[config.mk]
export PLATFORM = sky130hd
export DESIGN_NAME = div_iter_param
export DESIGN_NICKNAME = d
export VERILOG_FILES = /design/src/rtl/div_pkg.sv /design/src/rtl/div_step.sv /design/src/rtl/div_iter_param.sv
export SDC_FILE = /design/constraint.sdc
export NUM_CORES = 1
export LEC_CHECK = 0
export CAP_MARGIN = 20
export CORE_MARGIN = 4
export CORE_UTILIZATION = 26
export CTS_CLUSTER_DIAMETER = 150
export CTS_CLUSTER_SIZE = 14
export DETAILED_ROUTE_END_ITERATION = 8
export GPL_ROUTABILITY_DRIVEN = 0
export HOLD_SLACK_MARGIN = 0.12
export PLACE_DENSITY_LB_ADDON = 0.05
export SYNTH_ARGS = -nofsm -noshare
export SYNTH_HDL_FRONTEND = slang
export SYNTH_HIERARCHICAL = 1
export SYNTH_SLANG_ARGS = --single-unit
[constraint.sdc]
create_clock -name clk -period 13.3 [get_ports clk]
set_clock_uncertainty 0.1 [all_clocks]
set_input_delay 2.66 -clock clk [delete_from_list [all_inputs] [get_ports clk]]
set_output_delay 2.66 -clock clk [all_outputs]
set_load 0.005 [all_outputs]
[src/rtl/div_pkg.sv]
// Shared types and helpers for the iterative divider family.
// Pure declarations: no latency, no flow control.
// Negation runs at MAXW bits; callers truncate, since two's-complement low bits do not depend on width.
package div_pkg;

    typedef enum logic [1:0] {
        IDLE = 2'd0,
        CALC = 2'd1,
        DONE = 2'd2
    } state_t;

    localparam int MAXW = 128;

    // Quotient reported for a zero divisor, truncated to the instance width
    localparam logic [MAXW-1:0] DIV0_Q = '1;

    function automatic logic [MAXW-1:0] cond_neg(input logic [MAXW-1:0] v, input logic en);
        return en ? (~v + MAXW'(1)) : v;
    endfunction

endpackage

[src/rtl/div_step.sv]
// One restoring-division step: shift in a dividend bit, trial-subtract, restore on borrow.
// Combinational, zero latency; no flow control.
// The caller guarantees i_rem < i_div, so the WIDTH+1 bit trial has bit WIDTH set exactly when it is negative.
module div_step #(
    parameter int WIDTH = 32
) (
    input  logic [WIDTH-1:0] i_rem,
    input  logic             i_msb,
    input  logic [WIDTH-1:0] i_div,
    output logic [WIDTH-1:0] o_rem,
    output logic             o_qbit
);

    logic [WIDTH:0] w_trial;

    always_comb begin
        w_trial = {i_rem, i_msb} - {1'b0, i_div};
        o_qbit  = ~w_trial[WIDTH];
        // On restore the shifted value already fits WIDTH bits, because it is below the divisor
        o_rem   = o_qbit ? w_trial[WIDTH-1:0] : {i_rem[WIDTH-2:0], i_msb};
    end

endmodule

[src/rtl/div_iter_param.sv]
// Iterative restoring divider, one quotient bit per clock, signed or unsigned.
// Latency: WIDTH edges from accept to out_valid, or 0 extra edges for a zero divisor.
// Backpressure: the result is held in DONE until out_ready; in_ready is low whenever busy.
module div_iter_param
    import div_pkg::*;
#(
    parameter  int WIDTH = 32,
    localparam int CNT_W = $clog2(WIDTH) + 1
) (
    input  logic             clk,
    input  logic             rst,
    input  logic             flush,
    input  logic             in_valid,
    output logic             in_ready,
    input  logic             sign,
    input  logic [WIDTH-1:0] a,
    input  logic [WIDTH-1:0] b,
    output logic             out_valid,
    input  logic             out_ready,
    output logic [WIDTH-1:0] quotient,
    output logic [WIDTH-1:0] remainder,
    output logic             div_by_zero,
    output logic             busy
);

    state_t           r_state, w_state_nxt;
    logic [CNT_W-1:0] r_cnt;
    logic [WIDTH-1:0] r_rem, r_shift, r_div;
    logic [WIDTH-1:0] r_quot, r_remo;
    logic             r_neg_q, r_neg_r, r_dbz;

    logic             w_accept, w_last, w_b_zero, w_qbit;
    logic [WIDTH-1:0] w_rem_nxt, w_q_fin, w_abs_a, w_abs_b;

    assign w_b_zero = (b == '0);
    assign w_last   = (r_state == CALC) && (r_cnt == CNT_W'(WIDTH - 1));
    assign w_abs_a  = WIDTH'(cond_neg(MAXW'(a), sign & a[WIDTH-1]));
    assign w_abs_b  = WIDTH'(cond_neg(MAXW'(b), sign & b[WIDTH-1]));
    assign w_q_fin  = {r_shift[WIDTH-2:0], w_qbit};

    div_step #(.WIDTH(WIDTH)) u_step (
        .i_rem  (r_rem),
        .i_msb  (r_shift[WIDTH-1]),
        .i_div  (r_div),
        .o_rem  (w_rem_nxt),
        .o_qbit (w_qbit)
    );

    always_comb begin
        w_state_nxt = r_state;
        in_ready    = 1'b0;
        out_valid   = 1'b0;
        busy        = 1'b1;
        w_accept    = 1'b0;
        unique case (r_state)
            IDLE: begin
                in_ready = 1'b1;
                busy     = 1'b0;
                w_accept = in_valid & ~flush;
                if (w_accept) w_state_nxt = w_b_zero ? DONE : CALC;
            end
            CALC: if (w_last) w_state_nxt = DONE;
            DONE: begin
                out_valid = 1'b1;
                if (out_ready) w_state_nxt = IDLE;
            end
            default: w_state_nxt = IDLE;
        endcase
        // Flush wins over accept and over result handoff
        if (flush) w_state_nxt = IDLE;
    end

    always_ff @(posedge clk or posedge rst) begin
        if (rst) r_state <= IDLE;
        else     r_state <= w_state_nxt;
    end

    always_ff @(posedge clk or posedge rst) begin
        if (rst) begin
            r_cnt   <= '0;
            r_rem   <= '0;
            r_shift <= '0;
            r_div   <= '0;
            r_neg_q <= 1'b0;
            r_neg_r <= 1'b0;
            r_quot  <= '0;
            r_remo  <= '0;
            r_dbz   <= 1'b0;
        end else if (w_accept) begin
            r_cnt   <= '0;
            r_rem   <= '0;
            r_shift <= w_abs_a;
            r_div   <= w_abs_b;
            r_neg_q <= sign & (a[WIDTH-1] ^ b[WIDTH-1]);
            r_neg_r <= sign & a[WIDTH-1];
            if (w_b_zero) begin
                r_quot <= WIDTH'(DIV0_Q);
                r_remo <= a;
                r_dbz  <= 1'b1;
            end
        end else if (r_state == CALC && !flush) begin
            r_rem   <= w_rem_nxt;
            r_shift <= w_q_fin;
            r_cnt   <= r_cnt + CNT_W'(1);
            if (w_last) begin
                r_quot <= WIDTH'(cond_neg(MAXW'(w_q_fin), r_neg_q));
                r_remo <= WIDTH'(cond_neg(MAXW'(w_rem_nxt), r_neg_r));
                r_dbz  <= 1'b0;
            end
        end
    end

    assign quotient    = r_quot;
    assign remainder   = r_remo;
    assign div_by_zero = r_dbz;

endmodule

== Word level (Yosys, flattened, before mapping) ==
Index checks and enable logic that the tools add are counted.

* Word-level logic and storage cells: 76
* Output and inout bits: 68
* Input bits: 70
* Flip-flop bits (word level): 171

* Add/subtract/negate cells: 6
* Reductions and logical operators: 9
* Equal/unequal tests: 7
* Bitwise logic cells: 11
* Multiplexer cells: 33

{| class="wikitable"
|+ Operator list
! kind !! count
|-
| $mux W32 || 17
|-
| $add A32 B1 Y32 const B || 4
|-
| $not A32 Y32 || 4
|-
| $sub A33 B32 Y33 || 1
|-
| $logic_not A32 Y1 || 1
|-
| $mux W6 || 2
|-
| $mux W2 || 5
|-
| $ne A3 B3 Y1 const B || 3
|-
| $mux W1 || 8
|-
| $add A6 B1 Y6 const B || 1
|-
| $eq A6 B5 Y1 const B || 1
|-
| $pmux W2 S3 || 1
|-
| $reduce_and A3 Y1 || 2
|-
| $and A1 B1 Y1 || 4
|-
| $reduce_bool A2 Y1 || 2
|-
| $eq A2 B1 Y1 const B || 1
|-
| $eq A2 B2 Y1 const B || 1
|-
| $logic_and A1 B1 Y1 || 2
|-
| $logic_not A2 Y1 || 1
|-
| $ne A2 B1 Y1 const B || 1
|-
| $not A1 Y1 || 2
|-
| $logic_not A1 Y1 || 1
|-
| $xor A1 B1 Y1 || 1
|}

== Longest topological paths before layout ==
Gate-level depths: netlist of run 1.

* Depth after elaboration: 8
* Mapped depth: 22
* Mapped depth without buffers: 20

== By module ==
Netlist of run 1, hierarchy kept.

{| class="wikitable"
|+ By module, submodules not included
! module !! sequential area each (µm²) !! times used !! area each (µm²) !! cells an instance
|-
| div_iter_param || 4279.1 || 1 || 9555.4 || 1126
|-
| div_step || 0.0 || 1 || 2358.5 || 305
|}

== Least setup slack after synthesis of run 1 ==
Ideal clock, no wire load.

* Kind: register -> register
* Start: register r_shift[31]
* End: register r_remo[31], in the netlist remainder[31]
* Period minus slack after synthesis: 4.954 ns
* Setup time: 0.084 ns
* Path buffers: 2
* Arrival: 4.770 ns
* Slack: 8.346 ns
* Data required time: 13.116 ns
* Cell stages (with the launch flop): 22
* Cells stage by stage: dfrtp_1 > inv_1 > ha_1 > fa_1 > and2b_1 > o2111ai_2 > a21oi_2 > o2111ai_1 > a211oi_2 > nor2_4 > mux2i_4 > and2_4 > buf_12 > inv_8 > buf_12 > mux2_4 > nor4_1 > nand2_1 > or3_1 > or4_1 > a31o_2 > o21ai_0

* Word-level cells in the longest chain between the ends: 8

{| class="wikitable"
|+ RTL lines
! what !! line !! source
|-
| from (decl) || div_iter_param.sv:28 || <nowiki>logic [WIDTH-1:0] r_rem, r_shift, r_div;</nowiki>
|-
| from (signal assigned) || div_iter_param.sv:92 || <nowiki>r_shift <= w_abs_a;</nowiki>
|-
| from (signal assigned) || div_iter_param.sv:103 || <nowiki>r_shift <= w_q_fin;</nowiki>
|-
| $sub A33 B32 Y33 || div_step.sv:17 || <nowiki>w_trial = {i_rem, i_msb} - {1'b0, i_div};</nowiki>
|-
| $mux W32 || div_step.sv:20 || <nowiki>o_rem = o_qbit ? w_trial[WIDTH-1:0] : {i_rem[WIDTH-2:0], i_msb};</nowiki>
|-
| named net w_rem_nxt[22] || div_iter_param.sv:33 || <nowiki>logic [WIDTH-1:0] w_rem_nxt, w_q_fin, w_abs_a, w_abs_b;</nowiki>
|-
| $not A32 Y32 || div_pkg.sv:18 || <nowiki>return en ? (~v + MAXW'(1)) : v;</nowiki>
|-
| $add A32 B1 Y32 || div_pkg.sv:18 ||
|-
| $mux W32 || div_pkg.sv:18 ||
|-
| $mux W32 || div_iter_param.sv:105 || <nowiki>if (w_last) begin</nowiki>
|-
| $mux W32 || div_iter_param.sv:101 || <nowiki>end else if (r_state == CALC && !flush) begin</nowiki>
|-
| $mux W32 || div_iter_param.sv:89 || <nowiki>end else if (w_accept) begin</nowiki>
|-
| to (signal assigned) || div_iter_param.sv:107 || <nowiki>r_remo <= WIDTH'(cond_neg(MAXW'(w_rem_nxt), r_neg_r));</nowiki>
|-
| to (decl) || div_iter_param.sv:29 || <nowiki>logic [WIDTH-1:0] r_quot, r_remo;</nowiki>
|}

The timed path passes the listed nets, and every way through them passes these cells. The select of a mux whose other input is x is not followed.
A chain may end at the register's enable or synchronous reset.

== Worst setup path after layout of run 1 ==
* Start: input b[1]
* End: register r_remo[30], in the netlist remainder[30]

* Word-level cells in the longest chain between the ends: 3

{| class="wikitable"
|+ RTL lines
! what !! line !! source
|-
| from (decl) || div_iter_param.sv:17 || <nowiki>input logic [WIDTH-1:0] b,</nowiki>
|-
| $logic_not A32 Y1 || div_iter_param.sv:35 || <nowiki>assign w_b_zero = (b == '0);</nowiki>
|-
| $ne A2 B1 Y1 (no line) || - ||
|-
| $reduce_and A3 Y1 (no line) || - ||
|}

Every way passes these cells.

==> summary.txt, run 1 <==
Setup path
  • Kind of critical path: in -> reg
  • Critical path endpoint category: register
  • Startpoint Class: input pin
  • WP data arrival: 6.42 ns
  • Peak fanout along the critical path: 42
  • WP data required: 13.57 ns
  • R2R setup slack: 7.40 ns

Power and ir drop
  • Net Sw Frac: 46.8%
  • Power density cells: 232 nW/um^2
  • Part of the power in combinational logic: 61.0%
  • VDD IR-drop max: 155 uV
  • Tot Pwr: 3.33 mW
  • Clock share of power: 16.5%
  • Internal power: 1.77 mW
  • Sequential Power Share: approximately 23%
  • P_sw: about 1.6 mW
  • Lkg Pwr: 6.03 nW

Timing
  • Slew Limit Fails: 0
  • Max_slew headroom: 31.3%
  • Worst Max-Slew Pin Slew: 1.03 ns
  • Final Hold Vio Count: 0
  • Period utilization: 46.2%
  • RSZ-0062 raised after global routing: false
  • Min cycle time layout: just over 6 ns
  • # setup viols final: 0
  • Setup TNS: 0 ns
  • Maximum clock rate: 163 MHz
  • Min Hold Slack: approximately 0.37 ns

Run
  • Max-Cap Viols: 0

Yosys
  • Ys async rst share: 100%
  • Most common cell in the netlist: nand2_1
  • Post-synthesis sequential area ratio: 35.9%
  • Synth Area per Inst: about 8.3 um^2
  • Post-synth EDFFs: 0
  • Yosys top cell area share: 35.9%
  • Post-synth cell types: 81
  • Post-synth top flop: dfrtp_1
  • Commonest cells in the netlist: nand2_1, dfrtp_1, o21ai_0, nor2_1, a21oi_1
  • Yosys reg bits: 171
  • Mapped cell area: 11900 um^2
  • Yosys warning total: 6
  • Synth area leader: dfrtp_1
  • Net Count, Synth: 1539
  • Area contributors post-synth: dfrtp_1, nand2_1, xor2_1
  • Cells after Synth: 1431

Floorplan
  • Die Width: 222 um
  • Die Area: 49300 um^2
  • Die height: 222 um
  • Initial Utilization: 26.3%
  • Top-Level Pins: between 100 and 150
  • Std cell rows: 78
  • Core area: approximately 45000 um^2

Detailed routing
  • Wire per inst: 18.2 um
  • # DRC: 0
  • 1st-pass router iterations: 5
  • Initial drt markers: 570
  • Antenna-violating nets left: 0
  • Routed wire length: ~39 mm
  • Vias: 10327
  • Vias per cell: 4.85

Clock network
  • CTS sink cnt: 171
  • Worst skew pair latency: 0.44 ns
  • CTS resizes: 0
  • H-tree depth: 4
  • CTS tree: done
  • Root buf cell: clkbuf_16
  • # Post-CTS Setup Buffers: 0
  • Number of CTS-inserted buffers: 17
  • Clock-pin slew on the worst setup and hold paths: 0.07 ns
  • Hold buffer count at cts: 0
  • CTS max path bufs: 2

Cells and area
  • Fill cells: a little under 5000
  • Layout Utilization: between 30% and 40%
  • Layout cells sized above 1: 6.73%
  • Ant. Diodes: 0
  • Reg area: 4280 um^2
  • Final #Nets: 1625
  • Area occupied by multi-input gates: 7050 um^2
  • Synthesis-to-layout area growth: 20.6%

Global routing
  • M3 GR Usage: 1.89%
  • Busiest grt layer: met2
  • First-pass GRT wire length: 61.8 mm
  • Largest net degree at the start of global routing: 182
  • Initial antenna violation count: 0
  • Remaining Overflow, GRT: 0
  • Vias in the first global route: roughly 10000
  • Met2 Track Usage GR: 25.2%
  • GR met1 Demand/Resource: about 22%
  • Overall Global Routing Usage: ~16%

Placed design
  • IO buf count: 137
  • Hpwl dp: 28.4 mm

Outcome
  • Outcome: complete, no violations

Hold path
  • Hold Path Class: reg -> reg
## metrics by stage
| step | cell area, um^2 | setup slack (ns) | std cells |
|---|---|---|---|
| finish | 14400 | 7.15 | 2130 |
| CTS | 14400 | 7.14 | 2130 |
| global placement | 13700 | 6.76 | 2097 |
| detailed placement | 13700 | 6.67 | 2098 |
| global route | 14400 | 6.92 | 2130 |
| floorplan | 11900 | 5.91 | 1431 |
## metal layers
layer	part of all wire [%]	up-vias	wire (um)
met5	0	-	0
li1	-	5220	-
met1	50	4888	19300
met2	46	189	18000
met4	1.3	0	522
met3	2.5	30	974
## worst max-delay path, cell delays in order
cell and delay (ns):
clkdlybuf4s50_1 0.47, inv_1 0.08, ha_1 0.15, nor3b_1 0.55, nand4b_1 0.43, nor4_4 0.86
a21o_1 0.34, buf_4 0.44, o21ai_0 0.20, o21ai_0 0.17
## worst paths after layout
| path | start | end | cells past startpoint |
|---|---|---|---|
| max | b[1] | remainder[30]$_DFFE_PP0P_ | 10 |
| min | remainder[6]$_DFFE_PP0P_ | remainder[6]$_DFFE_PP0P_ | 2 |
| max reg2reg | r_shift[31]$_DFFE_PP0P_ | remainder[30]$_DFFE_PP0P_ | 19 |
| min reg2reg | remainder[6]$_DFFE_PP0P_ | remainder[6]$_DFFE_PP0P_ | 2 |
| max in group asynchronous | rst | r_cnt[2]$_DFFE_PP0P_ | 3 |
| min in group asynchronous | rst | quotient[28]$_DFFE_PP0P_ | 2 |
## final cells by class
cell class	instances	share of cell area [%]
inverter	49	1.37
sequential	171	29.8
clock inverter	15	1.36
clock buffer	17	2.96
tap	600	5.23
timing repair buffer	146	10.2
multi-input combinational	1132	49.1
## logic make-up (layout without fill, tap and decap cells)
logic type	after synthesis	in the layout	synth area share (%)
adder cells (fa/ha/maj)	38	38	4.05
buffers and inverters	128	227	5.18
AND/OR/NAND/NOR	539	539	21.1
XOR/XNOR	146	146	10.7
flip-flops	171	171	35.9
multiplexers	34	34	3.80
AO/OA/AOI/OAI	375	375	19.3
## state kept, by name, indices dropped and copies added, names as in the netlist
name,cells
r_cnt,6
r_rem,32
r_neg_r,1
quotient,32
r_state,2
r_div,32
r_neg_q,1
div_by_zero,1
remainder,32
r_shift,32
## power groups by stage
stage | combinational [mW] | clock [mW] | sequential [mW]
2_1_floorplan | 1.62 | 0 | 0.702
3_3_place_gp | 2.04 | 0 | 0.761
3_5_place_dp | 2.05 | 0 | 0.758
4_1_cts | 2.05 | 0.571 | 0.750
5_1_grt | 2.27 | 0.590 | 0.766
6_report | 2.03 | 0.551 | 0.749
## placed cells by master (no fill, tap or decap), types with 12 or more instances in the layout
cell type        instances
nor2_1                 107
nand3_1                 54
inv_1                   47
dfrtp_1                171
a21oi_1                 95
xor2_1                  75
o21ai_0                130
or3_1                   12
o41ai_1                 21
nand2_1                241
and3_1                  18
o31ai_1                 35
nor3_1                  19
a21o_1                  19
clkbuf_16               17
xnor2_1                 71
nor4_1                  15
ha_1                    37
mux2_4                  19
clkdlybuf4s50_1        137
a31oi_1                 26
Note: power is estimated with default switching activity, not from simulation.
==> run 2: changes to the inputs <==
==> constraint.sdc (replaced) <==
create_clock -name clk -period 5.2 [get_ports clk]
set_clock_uncertainty 0.1 [all_clocks]
set_input_delay 1.04 -clock clk [delete_from_list [all_inputs] [get_ports clk]]
set_output_delay 1.04 -clock clk [all_outputs]
set_load 0.005 [all_outputs]
==> summary.txt, run 2 (synthesis results as in run 1) <==
Clock network
  • CTS sink cnt: 171 (unchanged)
  • CTS tree: done
  • Clock-pin slew on the worst setup and hold paths: 0.07 ns (about the same)
  • Root buf cell: clkbuf_16
  • CTS max path bufs: 2 (unchanged)
  • H-tree depth: 4 (unchanged)
  • Worst skew pair latency: 0.46 ns (+0.02 ns)
  • Number of CTS-inserted buffers: 17 (unchanged)

Timing
  • Maximum clock rate: 203 MHz
  • Final worst-path setup slack: 0.267 ns (-6.88 ns)
  • Max_slew headroom: 23.5% (-7.8 points)
  • Min Hold Slack: 0.377 ns (+0.00247 ns)
  • Slew Limit Fails: 0 (unchanged)
  • Final Hold Vio Count: 0 (unchanged)
  • Period utilization: 94.9%
  • # setup viols final: 0 (unchanged)
  • Worst Max-Slew Pin Slew: 1.15 ns (+0.118 ns)
  • Min cycle time layout: 4.93 ns

Setup path
  • Startpoint Class: register
  • Kind of critical path: reg -> reg
  • Critical path endpoint category: register
  • FF-to-FF path depth: 21 (+2)
  • WP data required: 5.47 ns (-8.10 ns)
  • WP data arrival: 5.21 ns (-1.21 ns)
  • Peak fanout along the critical path: 22 (-48%)

Cells and area
  • Reg area: 4280 um^2 (unchanged)
  • Final #Nets: 1661 (+2.2%)
  • Commonest non-fill, non-tap cells in the layout: nand2_1, dfrtp_1, clkdlybuf4s50_1
  • Area occupied by multi-input gates: 7130 um^2 (+1.1%)
  • Fill cells: 4933 (+1.8%)
  • Synthesis-to-layout area growth: 23.6%
  • Commonest non-fill, non-tap cell in the layout: nand2_1
  • Layout cells sized above 1: 9.46% (+2.7 points)

Global routing
  • Vias in the first global route: 10451 (+1.4%)
  • Overall Global Routing Usage: 15.7% (+0.16 points)
  • Initial antenna violation count: 0 (unchanged)
  • Largest net degree at the start of global routing: 122 (-33%)
  • Remaining Overflow, GRT: 0 (unchanged)
  • First-pass GRT wire length: 62.2 mm (+0.68%)

Outcome
  • Outcome: complete, no violations

Detailed routing
  • Routed wire length: 38.7 mm (-0.25%)
  • 1st-pass router iterations: 4 (-1)
  • # DRC: 0 (unchanged)
  • Wire per inst: 17.9 um (-1.9%)
  • Vias per cell: 4.76 (-1.8%)
  • Initial drt markers: 467 (-18%)
  • Vias: 10313 (-0.14%)
  • Antenna-violating nets left: 0 (unchanged)

Hold path
  • WHS Path Cells: 2 (unchanged)
  • Hold Path Class: reg -> reg

Run
  • Max-Cap Viols: 0 (unchanged)

Power and ir drop
  • VDD IR-drop max: 368 uV (+140%)
  • Power density cells: 615 nW/um^2 (+170%)
  • Tot Pwr: 9.06 mW (+170%)
  • Lkg Pwr: 6.21 nW (+3.0%)

Floorplan
  • Initial Utilization: 26.3% (unchanged)
  • Std cell rows: 78 (unchanged)
  • Die Width: 222 um (unchanged)
  • Die height: 222 um (unchanged)
  • Die Area: 49300 um^2 (unchanged)
  • Top-Level Pins: 138 (unchanged)
  • Core area: 45400 um^2 (unchanged)

Placed design
  • Pre-CTS WS: -0.0793 ns (-6.75 ns)
  • IO buf count: 137 (unchanged)
  • Hpwl dp: 29.0 mm (+2.2%)
[run 2: cell count changes in the layout (fill, tap and decap cells not counted), sizes merged]
cell,previous run,this run
diode,0,1
buf,9,45
clkbuf,17,21
clkinvlp,2,3
clkinv,5,4
inv,53,48
[run 2: routing by layer]
metal / part of all wire, % / vias up / GRT usage (%)
met2: 47 / 130 / 26.1
met4: 1.0 / 0 / 3.60
li1: - / 5289 / -
met1: 50 / 4875 / 22.1
met3: 1.8 / 19 / 1.95
met5: 0 / - / 0
[run 2: critical path, stage by stage (launching register included)]
cell and delay (ns):
dfrtp_1 0.35, inv_1 0.05, ha_1 0.22, fa_1 0.39, and2b_1 0.24, o2111ai_2 0.13
a21oi_2 0.20, o2111ai_2 0.20, a211oi_2 0.30, nor2_4 0.11, mux2i_4 0.20, and2_4 0.19
inv_8 0.18, mux2_2 0.40, nor4_2 0.34, buf_4 0.19, nand4_1 0.08, buf_4 0.20
o41ai_2 0.38, xnor2_1 0.16, nor2_1 0.06, o21ai_0 0.18
[run 2: final timing paths]
check	start	end	slack [ns]
setup / recovery	r_shift[31]$_DFFE_PP0P_	remainder[30]$_DFFE_PP0P_	0.27
hold / removal	r_div[19]$_DFFE_PP0P_	r_div[19]$_DFFE_PP0P_	0.38
setup reg to reg	r_shift[31]$_DFFE_PP0P_	remainder[30]$_DFFE_PP0P_	0.27
hold reg to reg	r_div[19]$_DFFE_PP0P_	r_div[19]$_DFFE_PP0P_	0.38
max in group asynchronous	rst	r_div[0]$_DFFE_PP0P_	3.34
min in group asynchronous	rst	r_shift[27]$_DFFE_PP0P_	0.99
[run 2: where the power goes]
part / total (mW) / switching, mW / internal [mW]
clock network: 1.41 / 0.578 / 0.829
registers: 1.91 / 0.323 / 1.59
logic: 5.74 / 3.20 / 2.54
[run 2: metrics by stage]
step           setup TNS, ns  cells  util [%]  cell area [um^2]
2_1_floorplan              0   1431         -             11900
4_1_cts                    0   2164      32.3             14600
5_1_grt              -0.0304   2165      32.5             14700
3_5_place_dp          -0.132   2133      30.9             14000
6_report                   0   2166      32.5             14700
3_3_place_gp        -0.00411   2133      30.9             14000
[run 2: cell type report]
type / instances / area share (%)
flip-flops and latches: 171 / 29.1
well taps: 600 / 5.10
repair buffers: 182 / 11.9
diodes: 1 / 0.0170
clock buffers: 21 / 3.13
clock inverters: 10 / 1.13
inverters: 49 / 1.33
multi-input cells: 1132 / 48.4
[run 2: repair_timing]
item	CTS	global route
pin swaps	0	2
setup endpoints to repair	5	24
hold buffers	0	0
buffers inserted	0	1
resized for setup	1	13
